<file path="src/rtl/operand_fetch_stage.sv">
// operand_fetch_stage: issue / operand-fetch stage in front of the register file.
// It holds one decoded instruction and tracks registers with a pending write
// in a busy scoreboard. It stalls on RAW/WAW hazards, reads sources through
// the two RF read ports, and registers the operands toward execute.
// Optional feature macro: OPFETCH_WB_BYPASS_EN. When it is defined, data
// written back in the same cycle is forwarded into the operands and can also
// release a WAW stall. When it is undefined, a dependent instruction waits
// for the cycle after the writeback.
//
// state | meaning
// EMPTY | hold register free
// HELD  | hold register contains one instruction awaiting issue
module operand_fetch_stage #(
    parameter int DATA_WIDTH    = 64,
    parameter int REG_COUNT     = 16,
    parameter int ADDR_WIDTH    = $clog2(REG_COUNT),
    parameter int PAYLOAD_WIDTH = 32
) (
    input  logic                     clk,
    input  logic                     async_rst,
    input  logic                     clk_en,
    input  logic                     flush,
    input  logic                     in_valid,
    output logic                     in_ready,
    input  logic [PAYLOAD_WIDTH-1:0] in_payload,
    input  logic                     in_use_a,
    input  logic                     in_use_b,
    input  logic [ADDR_WIDTH-1:0]    in_src_a,
    input  logic [ADDR_WIDTH-1:0]    in_src_b,
    input  logic                     in_wr_dst,
    input  logic [ADDR_WIDTH-1:0]    in_dst,
    output logic                     rf_rd_en_a,
    output logic                     rf_rd_en_b,
    output logic [ADDR_WIDTH-1:0]    rf_rd_addr_a,
    output logic [ADDR_WIDTH-1:0]    rf_rd_addr_b,
    input  logic [DATA_WIDTH-1:0]    rf_rd_data_a,
    input  logic [DATA_WIDTH-1:0]    rf_rd_data_b,
    input  logic                     wb_valid,
    input  logic [ADDR_WIDTH-1:0]    wb_addr,
    input  logic [DATA_WIDTH-1:0]    wb_data,
    output logic                     out_valid,
    input  logic                     out_ready,
    output logic [PAYLOAD_WIDTH-1:0] out_payload,
    output logic [DATA_WIDTH-1:0]    out_op_a,
    output logic [DATA_WIDTH-1:0]    out_op_b,
    output logic                     out_wr_dst,
    output logic [ADDR_WIDTH-1:0]    out_dst
);

    typedef enum logic {EMPTY, HELD} state_t;

    state_t                   state;
    logic [PAYLOAD_WIDTH-1:0] h_payload;
    logic                     h_use_a;
    logic                     h_use_b;
    logic [ADDR_WIDTH-1:0]    h_src_a;
    logic [ADDR_WIDTH-1:0]    h_src_b;
    logic                     h_wr_dst;
    logic [ADDR_WIDTH-1:0]    h_dst;
    logic [REG_COUNT-1:0]     busy;
    logic [REG_COUNT-1:0]     busy_nxt;

    logic                     byp_a;
    logic                     byp_b;
    logic                     dst_wb;
    logic                     a_rdy;
    logic                     b_rdy;
    logic                     dst_rdy;
    logic                     slot_free;
    logic                     issue;
    logic                     accept;
    logic [DATA_WIDTH-1:0]    op_a_nxt;
    logic [DATA_WIDTH-1:0]    op_b_nxt;

`ifdef OPFETCH_WB_BYPASS_EN
    assign byp_a  = wb_valid && (wb_addr == h_src_a);
    assign byp_b  = wb_valid && (wb_addr == h_src_b);
    assign dst_wb = wb_valid && (wb_addr == h_dst);
`else
    // Without forwarding, the writeback data only reaches execute through the RF.
    logic unused_wb_data;
    assign unused_wb_data = ^wb_data;
    assign byp_a  = 1'b0;
    assign byp_b  = 1'b0;
    assign dst_wb = 1'b0;
`endif

    assign rf_rd_en_a   = (state == HELD) && h_use_a;
    assign rf_rd_en_b   = (state == HELD) && h_use_b;
    assign rf_rd_addr_a = h_src_a;
    assign rf_rd_addr_b = h_src_b;

    // Hazard checks, issue decision and operand selection for the held instruction.
    always_comb begin
        a_rdy     = !h_use_a  || !busy[h_src_a] || byp_a;
        b_rdy     = !h_use_b  || !busy[h_src_b] || byp_b;
        dst_rdy   = !h_wr_dst || !busy[h_dst]   || dst_wb;
        slot_free = !out_valid || out_ready;
        issue     = (state == HELD) && clk_en && !flush && a_rdy && b_rdy
                    && dst_rdy && slot_free;
        in_ready  = clk_en && !flush && !async_rst && ((state == EMPTY) || issue);
        accept    = in_valid && in_ready;
        op_a_nxt  = '0;
        op_b_nxt  = '0;
        if (h_use_a) op_a_nxt = byp_a ? wb_data : rf_rd_data_a;
        if (h_use_b) op_b_nxt = byp_b ? wb_data : rf_rd_data_b;
    end

    // Scoreboard update: the writeback clear is applied first so that a same-index issue set wins.
    always_comb begin
        busy_nxt = busy;
        if (wb_valid) busy_nxt[wb_addr] = 1'b0;
        if (issue && h_wr_dst) busy_nxt[h_dst] = 1'b1;
    end

    // FSM and hold register.
    always_ff @(posedge clk or posedge async_rst) begin
        if (async_rst) begin
            state     <= EMPTY;
            h_payload <= '0;
            h_use_a   <= 1'b0;
            h_use_b   <= 1'b0;
            h_src_a   <= '0;
            h_src_b   <= '0;
            h_wr_dst  <= 1'b0;
            h_dst     <= '0;
        end else if (clk_en) begin
            if (flush) begin
                state <= EMPTY;
            end else if (accept) begin
                state     <= HELD;
                h_payload <= in_payload;
                h_use_a   <= in_use_a;
                h_use_b   <= in_use_b;
                h_src_a   <= in_src_a;
                h_src_b   <= in_src_b;
                h_wr_dst  <= in_wr_dst;
                h_dst     <= in_dst;
            end else if (issue) begin
                state <= EMPTY;
            end
        end
    end

    // Output register toward execute; it holds while execute back-pressures.
    always_ff @(posedge clk or posedge async_rst) begin
        if (async_rst) begin
            out_valid   <= 1'b0;
            out_payload <= '0;
            out_op_a    <= '0;
            out_op_b    <= '0;
            out_wr_dst  <= 1'b0;
            out_dst     <= '0;
        end else if (clk_en) begin
            if (flush) begin
                out_valid <= 1'b0;
            end else if (issue) begin
                out_valid   <= 1'b1;
                out_payload <= h_payload;
                out_op_a    <= op_a_nxt;
                out_op_b    <= op_b_nxt;
                out_wr_dst  <= h_wr_dst;
                out_dst     <= h_dst;
            end else if (out_ready) begin
                out_valid <= 1'b0;
            end
        end
    end

    // Scoreboard register: writeback clears still land while the stage is disabled.
    always_ff @(posedge clk or posedge async_rst) begin
        if (async_rst) busy <= '0;
        else           busy <= busy_nxt;
    end

endmodule

</file>
<file path="config.mk">
export PLATFORM = sky130hd
export DESIGN_NAME = operand_fetch_stage
export DESIGN_NICKNAME = d
export VERILOG_FILES = /design/src/rtl/operand_fetch_stage.sv
export SDC_FILE = /design/constraint.sdc
export NUM_CORES = 1
export LEC_CHECK = 0
export BUFFER_PORTS_ARGS = -buffer_cell sky130_fd_sc_hd__buf_2
export CORE_AREA = 2 2 166 168
export DETAILED_ROUTE_END_ITERATION = 6
export DIE_AREA = 0 0 168 170
export PLACE_DENSITY = 0.64
export SYNTH_ARGS = -nofsm -noshare
export SYNTH_HDL_FRONTEND = slang
export SYNTH_SLANG_ARGS = --single-unit
</file>
<file path="constraint.sdc">
create_clock -name clk -period 17 [get_ports clk]
set_input_delay 0.85 -clock clk [delete_from_list [all_inputs] [get_ports clk]]
set_output_delay 0.85 -clock clk [all_outputs]
set_load 0.05 [all_outputs]
</file>
=== After elaboration in Yosys (flattened, before gate mapping) ===
Cells that the tools add are included.

* Input port bits: 250
* Bits in registers: 230
* Word-level logic and storage cells: 81
* Output and inout port bits: 177

* Multiplexer cells: 20
* Magnitude comparators: 6
* Reductions and logical operators: 35
* Bitwise gates (word level): 5

{| class="wikitable"
|+ Operators by type and width
! cell !! number
|-
| $mux W64 || 2
|-
| $mux W16 || 2
|-
| $lt A4 B5 Y1 const B || 4
|-
| $and A16 B16 Y16 || 1
|-
| $not A16 Y16 || 1
|-
| $or A16 B16 Y16 || 1
|-
| $logic_and A1 B1 Y1 || 15
|-
| $bmux W1 S4 || 3
|-
| $mux W1 || 11
|-
| $logic_not A1 Y1 || 9
|-
| $demux W1 S4 || 2
|-
| $ge A4 B1 Y1 const B || 2
|-
| $reduce_and A3 Y1 || 2
|-
| $reduce_bool A3 Y1 || 2
|-
| $logic_or A1 B1 Y1 || 5
|-
| $reduce_and A2 Y1 || 2
|-
| $not A1 Y1 || 2
|}

=== Longest topological paths before layout ===
* Word-level depth: 13
* Gate-level depth with buffers: 11
* Gate-level depth less buffers: 7

=== Worst setup path before layout ===
No wires, ideal clock.

* Path kind: register -> output
* Start: register h_src_b[0], in the netlist rf_rd_addr_b[0]
* End: output in_ready
* Path slack: 12.616 ns
* Arrival: 3.534 ns
* Cell stages (with the launch flop): 9
* Required time: 16.150 ns
* Cells stage by stage: dfrtp_1 -> buf_2 -> mux4_2 -> nor2_1 -> nor4b_1 -> nor4_2 -> o2111ai_2 -> clkbuf_1 -> a21boi_0

* Cells in the longest elaborated chain, start to end: 9

{| class="wikitable"
|+ Ends and longest elaborated chain
! what !! RTL line !! RTL
|-
| start, declared || 57 || <nowiki>logic [ADDR_WIDTH-1:0] h_src_b;</nowiki>
|-
| start signal, assigned || 136 || <nowiki>h_src_b <= in_src_b;</nowiki>
|-
| $bmux W1 S4 || 96 || <nowiki>b_rdy = !h_use_b || !busy[h_src_b] || byp_b;</nowiki>
|-
| $mux W1 (implied by the code) || 96 ||
|-
| $logic_not A1 Y1 || 96 ||
|-
| $logic_or A1 B1 Y1 || 96 ||
|-
| $logic_and A1 B1 Y1 || 99 || <nowiki>issue = (state == HELD) && clk_en && !flush && a_rdy && b_rdy</nowiki>
|-
| $logic_and A1 B1 Y1 (2 in series) || 100 || <nowiki>&& dst_rdy && slot_free;</nowiki>
|-
| $logic_or A1 B1 Y1 || 101 || <nowiki>in_ready = clk_en && !flush && !async_rst && ((state == EMPTY) || issue);</nowiki>
|-
| $logic_and A1 B1 Y1 || 101 ||
|-
| end, declared || 24 || <nowiki>output logic in_ready,</nowiki>
|}

No other way between the ends. The select of a mux whose other input is x is not followed.

=== Worst setup path in the final report ===
* Start: register h_dst[0]
* End: output in_ready

* Cells in the longest elaborated chain, start to end: 8

{| class="wikitable"
|+ Ends and longest elaborated chain
! what !! RTL line !! RTL
|-
| start, declared || 59 || <nowiki>logic [ADDR_WIDTH-1:0] h_dst;</nowiki>
|-
| start signal, assigned || 138 || <nowiki>h_dst <= in_dst;</nowiki>
|-
| $bmux W1 S4 || 97 || <nowiki>dst_rdy = !h_wr_dst || !busy[h_dst] || dst_wb;</nowiki>
|-
| $mux W1 (implied by the code) || 97 ||
|-
| $logic_not A1 Y1 || 97 ||
|-
| $logic_or A1 B1 Y1 || 97 ||
|-
| $logic_and A1 B1 Y1 (2 in series) || 100 ||
|-
| $logic_or A1 B1 Y1 || 101 ||
|-
| $logic_and A1 B1 Y1 || 101 ||
|}

No other way between the ends. The select of a mux whose other input is x is not followed.

==> metrics.md <==
| Metric | Value |
|---|---|
| Hold_buf cts | 0 |
| Skew final | 0.0220 ns |
| Nets | 1532 |
| Core area | 0.0267 sq mm |
| Die ar. | 0.0286 sq mm |
| Utilization after layout | 46.3% |
| Hold Crit Class | in2async |
| Largest net degree at the start of global routing | 98 |
| Rows | 60 |
| Clock Path Buffers | 3 |
| Max_slew headroom | 36.5% |
| DRT antenna net count | 0 |
| Vias in the first global route | 7804 |
| CTS buffer count | 26 |
| Reg area | 0.00576 sq mm |
| CP endpoint kind | output pin |
| R2r startpoint | h_dst[0] |
| Cells after Synth | 945 |
| Unrepaired setup endpoints after global routing | false |
| Syn avg cell area | 9.96 sq um |
| Initial antenna violation count | 4 |
| Via Count | 7944 |
| Final critical-path required period | 4.54 ns |
| Multi-input logic area | 0.00337 sq mm |
| TritonCTS clock tree | built |
| Pre-CTS setup slack | 12.79 ns |
| Most frequent cells in the layout | nand2_1, buf_2, dfrtp_1 |
| H-tree Lvls | 1 |
| First-pass GRT wire length | 41700 microns |
| Port buffer count | 362 |
| Post-CTS setup buffers | 0 |
| Layout cells sized above 1 | 34.7% |
| R2R depth | 8 |
| R2R Path End | out_op_a[27] |
| GRT overflow | 0 |
| Status | complete, no violations |
| Drt total wl | 26500 microns |
| Total of max-cap violations | 0 |
| Worst-Margin Slew | 0.953 ns |
| Flops & latches, synth | 230 |
| DRT iter0 DRCs | 634 |
| Setup-failing EPs final | 0 |
| Syn. warnings | 0 |
| Synth area leader | dfrtp_1 |
| Crit path kind | reg2out |
| Post-synthesis sequential area ratio | 61.2% |
| Gates resized, CTS repair | 0 |
| Final worst path period share | 26.7% |
| Pins Over Slew Limit | 0 |
| Pwr Density | 233 mW/mm^2 |
| Die height | 170 microns |
| Syn nets | 1195 |
| Synth top area share | 61.2% |
| Dominant cells by area after synthesis | dfrtp_1, nand2_1, nand3_1 |
| Yosys cell types | 40 |
| Commonest non-fill, non-tap cell in the layout | nand2_1 |
| I/O pin count | 427 |
| Hpwl dp | 17900 microns |
| WL/cell | 16.1 microns |
| Number of fill cells in the layout | 2583 |
| DIE WIDTH | 168 microns |
| Clock root buffer | clkbuf_16 |
| LEAKAGE | 6.90 nW |
| Crit-path max FO | 46 |
| Setup TNS | 0 ns |
| Worst EP required | 16.15 ns |
| DRT Pass-1 Iters | 5 |
| Worst Setup Slack, final | 12.46 ns |
| CTS clk-pin slew, worst paths | 0.06 ns |
| Final Hold Vio Count | 0 |
| Area Overhead vs Synth | 31.2% |
| DRC violations left | 0 |
| Arrival time at the worst endpoint | 3.69 ns |
| Startpoint Class | register |
| Clock Latency Late Sink | 0.53 ns |
| Max frequency | 220 MHz |
| Via density | 4.83 |
| Maximum VDD drop | 119 uV |
| Mapped cell area | 0.00941 sq mm |
| Tot GR Track Use | 18.0% |
| Starting Density | 35.3% |
| R2R setup slack | 12.84 ns |
| Clock sinks | 230 |
| Placer Congestion | 0.772 |
metal layers:
metal | up-vias | GRT usage (%) | part of all wire (%)
met1 | 3794 | 23.7 | 43
met5 | - | 0 | 0
met4 | 0 | 5.44 | 3.0
met3 | 52 | 4.84 | 7.7
met2 | 292 | 29.1 | 47
li1 | 3806 | - | -
power by group:
| group | internal, W | total [W] | switching [W] |
|---|---|---|---|
| registers | 0.000797 | 0.000956 | 0.000159 |
| logic | 0.000301 | 0.00136 | 0.00106 |
| clock network | 0.000337 | 0.000560 | 0.000222 |
cells in the mapped netlist (all sizes together):
cell type,number
nand2b,6
o21ai,32
and2,2
nor2,3
or3,1
nor4b,2
inv,5
nor2b,3
o2111ai,2
a21o,1
a311oi,1
nand3b,3
or4b,1
a2111oi,3
a21boi,1
mux2,53
mux2i,3
a31oi,1
mux4,7
clkbuf,39
nand3,131
nand4b,1
o22ai,2
o2111a,1
or2,3
nor3b,2
nor4,1
buf,23
o31ai,2
o311ai,1
or3b,1
dfrtp,230
nand2,376
o31a,1
nor3,1
kinds of logic (layout without fill, tap and decap cells):
kind of cell,count (synthesis),count (layout),share of synthesized area (%)
muxes,63,63,8.34
other,0,3,0
AOI/OAI and AO/OA,48,48,3.15
buffers and inverters,67,424,3.19
and+or+nand+nor,537,537,24.1
DFF,230,230,61.2
registers in the layout (all words and copies together), names as in the netlist, 16 cells and up:
register	flops
busy	16
out_payload	32
out_op_a	64
h_payload	32
out_op_b	64
through the flow:
step           instances  hold WS, ns  total power [W]  cell area [sq um]
6_report            1646        0.449          0.00288              12300
5_1_grt             1644        0.475          0.00304              12300
4_1_cts             1643        0.461          0.00291              12300
3_5_place_dp        1595        0.450          0.00234              11500
3_3_place_gp        1595        0.443          0.00231              11500
2_1_floorplan        945        0.433          0.00197               9410
worst max path at each step:
stage | startpoint | endpoint | slack, ns | cells after the start
floorplan | async_rst | busy[0] | 9.85 | 1
global placement | h_dst[0] | out_op_a[27] | 12.80 | 8
detailed placement | h_dst[0] | out_op_a[27] | 12.79 | 8
CTS | h_dst[0] | in_ready | 12.42 | 8
global route | h_dst[0] | in_ready | 12.25 | 8
finish | h_dst[0] | in_ready | 12.46 | 8
cell type report:
| class | count | area share, % |
|---|---|---|
| Sequential cell | 230 | 46.6 |
| Multi-Input combinational cell | 648 | 27.3 |
| Timing Repair Buffer | 371 | 15.2 |
| Clock buffer | 42 | 6.49 |
| Tap cell | 341 | 3.46 |
| Clock inverter | 6 | 0.598 |
| Inverter | 5 | 0.213 |
| Antenna cell | 3 | 0.0608 |
critical path, cell delays in order, from the launching register on:
cell       delay, ns
dfrtp_1         0.59
mux4_2          0.55
inv_1           0.06
a2111oi_0       0.12
nor4_2          0.55
o2111ai_4       0.20
buf_4           0.34
a21boi_0        0.39
buf_2           0.36
Power figures use the tool's default switching activity.
